--- config.mk ---
export PLATFORM = sky130hd
export DESIGN_NAME = io_char_fifo
export DESIGN_NICKNAME = d
export VERILOG_FILES = /design/src/rtl/io_char_fifo.sv
export SDC_FILE = /design/constraint.sdc
export NUM_CORES = 1
export LEC_CHECK = 0
export ABC_AREA = 0
export CAP_MARGIN = 20
export CORE_MARGIN = 2
export CORE_UTILIZATION = 55
export CTS_CLUSTER_SIZE = 25
export DETAILED_ROUTE_END_ITERATION = 8
export DONT_BUFFER_PORTS = 1
export HOLD_SLACK_MARGIN = 0.08
export PLACE_DENSITY = 0.7
export SLEW_MARGIN = 20
export SYNTH_ARGS = -nofsm -noshare
export SYNTH_HDL_FRONTEND = slang
export SYNTH_HIERARCHICAL = 1
export SYNTH_SLANG_ARGS = --single-unit
--- constraint.sdc ---
create_clock -name CLK -period 5.4 [get_ports CLK]
set_input_delay 1.08 -clock CLK [delete_from_list [all_inputs] [get_ports CLK]]
set_output_delay 1.08 -clock CLK [all_outputs]
set_load 0.01 [all_outputs]
--- src/rtl/io_char_fifo.sv ---
// Terminal character buffering between an external device and the CPU: one FIFO per direction,
// with FGI/FGO flags, a sticky overflow flag and an interrupt request for the I/O instructions.

module io_char_fifo_buf #(
    parameter int W     = 8,
    parameter int DEPTH = 4,
    localparam int PW   = $clog2(DEPTH)
) (
    input  logic         CLK,
    input  logic         CLR,
    input  logic         push_req,
    input  logic [W-1:0] push_data,
    input  logic         pop_req,
    output logic [W-1:0] head,
    output logic [PW:0]  count,
    output logic         full,
    output logic         empty
);
    localparam logic [PW:0] FULL_COUNT = (PW + 1)'(DEPTH);

    logic [W-1:0]  mem_q [DEPTH];
    logic [PW-1:0] wr_ptr_q, wr_ptr_d;
    logic [PW-1:0] rd_ptr_q, rd_ptr_d;
    logic [PW:0]   count_q, count_d;
    logic          push, pop;

    // Full/empty come from the registered count, so a pop never makes room for a same-cycle push.
    assign full  = (count_q == FULL_COUNT);
    assign empty = (count_q == '0);
    assign push  = push_req & ~full;
    assign pop   = pop_req & ~empty;
    assign head  = empty ? '0 : mem_q[rd_ptr_q];
    assign count = count_q;

    always_comb begin
        // NOTE: every always_comb output gets a default first, so no path can infer a latch.
        wr_ptr_d = wr_ptr_q;
        rd_ptr_d = rd_ptr_q;
        count_d  = count_q;
        if (push) wr_ptr_d = wr_ptr_q + 1'b1;
        if (pop)  rd_ptr_d = rd_ptr_q + 1'b1;
        if (push && !pop)      count_d = count_q + 1'b1;
        else if (pop && !push) count_d = count_q - 1'b1;
    end

    always_ff @(posedge CLK) begin
        // NOTE: state updates use non-blocking assignments so every flop samples pre-edge values.
        if (CLR) begin
            wr_ptr_q <= '0;
            rd_ptr_q <= '0;
            count_q  <= '0;
        end else begin
            wr_ptr_q <= wr_ptr_d;
            rd_ptr_q <= rd_ptr_d;
            count_q  <= count_d;
        end
    end

    // NOTE: storage is deliberately left unreset; the reset pointers and count make old contents invisible.
    always_ff @(posedge CLK) begin
        if (push && !CLR) mem_q[wr_ptr_q] <= push_data;
    end
endmodule

module io_char_fifo #(
    parameter int W     = 8,
    parameter int DEPTH = 4,
    localparam int PW   = $clog2(DEPTH)
) (
    input  logic         CLK,
    input  logic         CLR,
    input  logic         ext_in_valid,
    input  logic [W-1:0] ext_in_data,
    output logic         ext_in_ready,
    input  logic         INP_LD,
    output logic [W-1:0] INPR_out,
    output logic         FGI,
    input  logic         OUT_LD,
    input  logic [W-1:0] OUTR_in,
    output logic         FGO,
    output logic         ext_out_valid,
    output logic [W-1:0] ext_out_data,
    input  logic         ext_out_ready,
    input  logic         IEN,
    output logic         IRQ,
    output logic [PW:0]  in_count,
    output logic [PW:0]  out_count,
    output logic         ovf
);
    logic in_full, in_empty, out_full, out_empty;
    logic ovf_q, ovf_d;

    io_char_fifo_buf #(.W(W), .DEPTH(DEPTH)) u_in_fifo (
        .CLK       (CLK),
        .CLR       (CLR),
        .push_req  (ext_in_valid),
        .push_data (ext_in_data),
        .pop_req   (INP_LD),
        .head      (INPR_out),
        .count     (in_count),
        .full      (in_full),
        .empty     (in_empty)
    );

    io_char_fifo_buf #(.W(W), .DEPTH(DEPTH)) u_out_fifo (
        .CLK       (CLK),
        .CLR       (CLR),
        .push_req  (OUT_LD),
        .push_data (OUTR_in),
        .pop_req   (ext_out_ready),
        .head      (ext_out_data),
        .count     (out_count),
        .full      (out_full),
        .empty     (out_empty)
    );

    assign ext_in_ready  = ~in_full;
    assign FGI           = ~in_empty;
    assign FGO           = ~out_full;
    assign ext_out_valid = ~out_empty;
    assign IRQ           = IEN & (FGI | FGO);
    assign ovf           = ovf_q;

    always_comb begin
        ovf_d = ovf_q | (ext_in_valid & in_full) | (OUT_LD & out_full);
    end

    always_ff @(posedge CLK) begin
        if (CLR) ovf_q <= 1'b0;
        else     ovf_q <= ovf_d;
    end
endmodule
* After elaboration in Yosys (flattened, before gate mapping)
Memories as Yosys holds them, arrays and structs flattened. A register that Yosys moved wholly into a read port is not among the register bits.
Index checks and enable logic that the tools add are counted.
W data, S select, Z words.
** Operators by class
- Add/sub/neg operators :: 8
- Equal/unequal tests :: 2
- Muxes and demuxes :: 14
- Bitwise operators :: 14
- Reduce and logical (&&, ||, !) cells :: 15
** Operator list (count)
- $mux W8 :: 2
- $mux W3 :: 4
- $add A2 B1 Y2 const B :: 4
- $mux W2 :: 4
- $and A1 B1 Y1 :: 7
- $add A3 B1 Y3 const B :: 2
- $eq A3 B3 Y1 const B :: 2
- $logic_and A1 B1 Y1 :: 6
- $logic_not A3 Y1 :: 2
- $sub A3 B1 Y3 const B :: 2
- $logic_not A1 Y1 :: 5
- $mux W1 :: 4
- $not A1 Y1 :: 4
- $reduce_bool A2 Y1 :: 2
- $or A1 B1 Y1 :: 3
** Storage, ports and cells
- Bits in registers :: 15
- Bits in writable memories :: 64
- Input port bits :: 23
- Output and inout bits :: 28
- Memories kept :: 2
** Memories
- u_in_fifo.mem_q :: words 4, bits a word 8, rd ports 1, clocked after memory_dff 1, wr ports 1, line 21 : logic [W-1:0] mem_q [DEPTH];
- u_out_fifo.mem_q :: words 4, bits a word 8, rd ports 1, clocked after memory_dff 1, wr ports 1, line 21

* Depth between registers and ports, before layout
- Depth in word-level cells :: 7
- Gate-level depth with buffers :: 9
- Depth with buffers taken out :: 9

* By module
Netlist, hierarchy kept.
** By module, submodules not included
- io_char_fifo_buf :: times used 2, cells an instance 101, area each 1706.6 sq um, seq. area each 1141.1 sq um
- io_char_fifo :: times used 1, cells an instance 8, area each 61.3 sq um, seq. area each 20.0 sq um

* Least setup slack after synthesis
OpenSTA, ideal clock, no wires.
- Path type :: input -> output
- From :: in IEN
- To :: out IRQ
- Arrival :: 1.380 ns
- Data required time :: 4.320 ns
- Setup slack :: 2.940 ns
- Cell stages on the path :: 1
- Path through :: a21boi_0
** Between the ends
- Longest elaborated chain between the ends :: 1
** RTL lines
- from (decl) :: line 84 : input logic IEN,
- $and A1 B1 Y1 :: line 121 : assign IRQ = IEN & (FGI | FGO);
- to (decl) :: line 85 : output logic IRQ,
Every way passes these cells.

==> results.yml <==
layout:
  layout_commonest_cell: "edfxtp_1"
  final_cell_mix: "edfxtp_1, dfxtp_1, mux4_2, nor2b_1, inv_1"
  n_antenna_cell: 0
  final_layout_size_suffix_gt1_frac: 0.217
  finalNetCount: 257
  utilization: 0.626
  syn_to_final_growth_pct: 8.57
  nFillCells: 447
global_routing:
  grt_use_total: 0.164
  use_met2: 0.319
  globalRouteOverflowTotal: 0
  grt-busiest-layer: "met2"
  grt_use_met1: 0.164
  antenna_found_initial: 0
  grt_start_max_net_pins: 28
  use_met3: 0.0465
  grt_pass1_vias: 1801
  grt_pass1_wl_um: 8680
setup_path:
  worstPathArrival_ps: 1760
  startpoint_type: "flop"
  cp-end-kind: "primary output"
  cp_max_fo: 8
  crit_type: "reg -> out"
  r2r_slack_ps: 3110
  worstRegToRegCells: 9
  worstPathRequired_ps: 4320
floorplanning:
  fp-row-count: 28
  die_h_um: 83.5
  initial_utilization: 0.577
  coreArea_um2: 6030
  die_w_um: 83.5
  die_area_um2: 6970
  ioPinCount: 51
clock_tree:
  htreeDepth: 3
  ctsHoldBuffers: 0
  cts_setup_buffers: 0
  cts_buffer_depth: 2
  cts_tree: "built"
  post_cts_resized: 0
  clk_pin_slew_ps: 80
  cts_sinks: 83
  cts_root_buffer: "clkbuf_8"
  insertion_delay_ps: 330
  cts_made_buffers: 9
timing:
  drv_slew: 0
  setup_viol: 0
  relSlewSlack: 0.547
  final.setup.tns_ps: 0
  rsz0062_at_grt: "false"
  skew_ps: 12.7
  post-route-min-period_ps: 2840
  fmax_mhz: 352
  finalHoldViolCount: 0
  period_share: 0.527
  tightest_slew_ps: 676
hold_path:
  min_path_type: "reg -> reg"
  hold_path_depth: 2
placed_design:
  gp_congestion: 0.678
  dp_hpwl_um: 3900
  io_buffers: 0
route:
  via_count: 1703
  routed_via_density: 5.66
  ant_nets: 0
  drt_first_pass_iters: 4
  drtIter0Drc: 77
  wl_um: 5440
  drc: 0
  wl_per_cell_um: 18.1
synth:
  avgSynthCellArea_um2: 16.5
  synthCells: 210
  yosysWarnings: 6
  synthesis.area_um2: 3470
  synth_nets: 245
  synth-seq-cells: 83
  synth.distinct_cells: 28
  yosysSeqAreaShare: 0.663
power:
  p_per_area_nw_per_um2: 446
  p_leak_uw: 0.00129
  clockPowerShare: 0.240
  power_switching_uw: 512
  netSwitchingFraction: 0.304
  intPower_uw: 1170
  seq_power_share: 0.510
  p_comb_frac: 0.250
  vdd_ir_drop_max_mv: 0.354
flow_run:
  maxCapViolations: 0
run_status:
  status: "complete, no violations"
[power by group through the flow]
stage | combinational (µW) | sequential, µW | clock [µW]
2_1_floorplan | 397 | 824 | 0
3_3_place_gp | 405 | 867 | 0
3_5_place_dp | 423 | 876 | 0
4_1_cts | 426 | 861 | 415
5_1_grt | 454 | 873 | 442
6_report | 420 | 858 | 405
[metal layers]
metal  part of all wire  vias up  wire length, µm
met5                  0        -                0
met4             0.0094        0               51
met3              0.047        6              253
met2               0.57       34             3100
met1               0.37      863             2030
li1                   -      800                -
[kinds of logic after synthesis]
group           Yosys count  share of synthesized area
fa+ha+maj                12                     0.0475
compound gates           16                     0.0310
flops                    83                      0.663
simple gates             51                     0.0976
xor+xnor                  6                     0.0151
mux                      20                      0.115
buf+inv                  22                     0.0310
[through the flow]
| stage | instance area, µm² | worst slack (ps) | total power, µW | hold slack, ps | instances |
|---|---|---|---|---|---|
| 2_1_floorplan | 3470 | 2940 | 1220 | 465 | 210 |
| 6_report | 3770 | 2560 | 1680 | 485 | 301 |
| 3_3_place_gp | 3590 | 2710 | 1270 | 473 | 286 |
| 4_1_cts | 3770 | 2260 | 1700 | 486 | 301 |
| 3_5_place_dp | 3590 | 2630 | 1300 | 475 | 286 |
| 5_1_grt | 3770 | 2450 | 1770 | 516 | 301 |
[cell usage after synthesis]
cell,instances,share of area
edfxtp_1,64,0.55
dfxtp_1,19,0.11
mux4_2,16,0.10
nor2b_1,16,0.029
inv_1,12,0.013
ha_1,10,0.036
nor2_1,9,0.0097
nor3b_1,8,0.017
a21oi_1,6,0.0086
or3_1,6,0.011
xor2_1,6,0.015
mux2i_1,4,0.012
nand2b_1,4,0.0072
o21ai_0,4,0.0058
buf_2,2,0.0029
buf_6,2,0.0065
clkbuf_1,2,0.0022
clkbuf_2,2,0.0029
fa_1,2,0.012
inv_4,2,0.0036
nand2_1,2,0.0022
nand2b_4,2,0.0079
nor3_1,2,0.0029
nor3b_4,2,0.011
o21ai_1,2,0.0029
o31ai_2,2,0.0072
a21boi_0,1,0.0022
a221oi_2,1,0.0043
[worst paths after layout]
kind | start | endpoint
hold reg to reg | u_out_fifo/rd_ptr_q[1] | flop
setup / recovery | flop | INPR_out[5]
hold / removal | u_out_fifo/rd_ptr_q[1] | flop
setup reg to reg | u_out_fifo/count[0] | u_out_fifo/count[2]
[worst max-delay path: stages, from the launching register on]
cell     delay, ps
dfxtp_1        670
mux4_2         580
nor2b_1        190
[final cells by class]
type | instances | area, µm² | area share
multi-input cells | 105 | 1070 | 0.284
clock buffers | 9 | 124 | 0.0328
flip-flops and latches | 83 | 2300 | 0.610
well taps | 75 | 93.8 | 0.0249
clock inverters | 6 | 57.6 | 0.0153
repair buffers | 9 | 67.6 | 0.0179
inverters | 14 | 57.6 | 0.0153
[flip-flops by register name, indices dropped and copies added, names as in the netlist, named ones only]
name / cells
u_in_fifo/mem_q: 32
u_in_fifo/rd_ptr_q: 2
u_out_fifo/count: 3
u_in_fifo/count: 3
u_in_fifo/wr_ptr_q: 2
u_out_fifo/mem_q: 32
u_out_fifo/rd_ptr_q: 2
ovf: 1
u_out_fifo/wr_ptr_q: 2
Power figures use the tool's default switching activity.
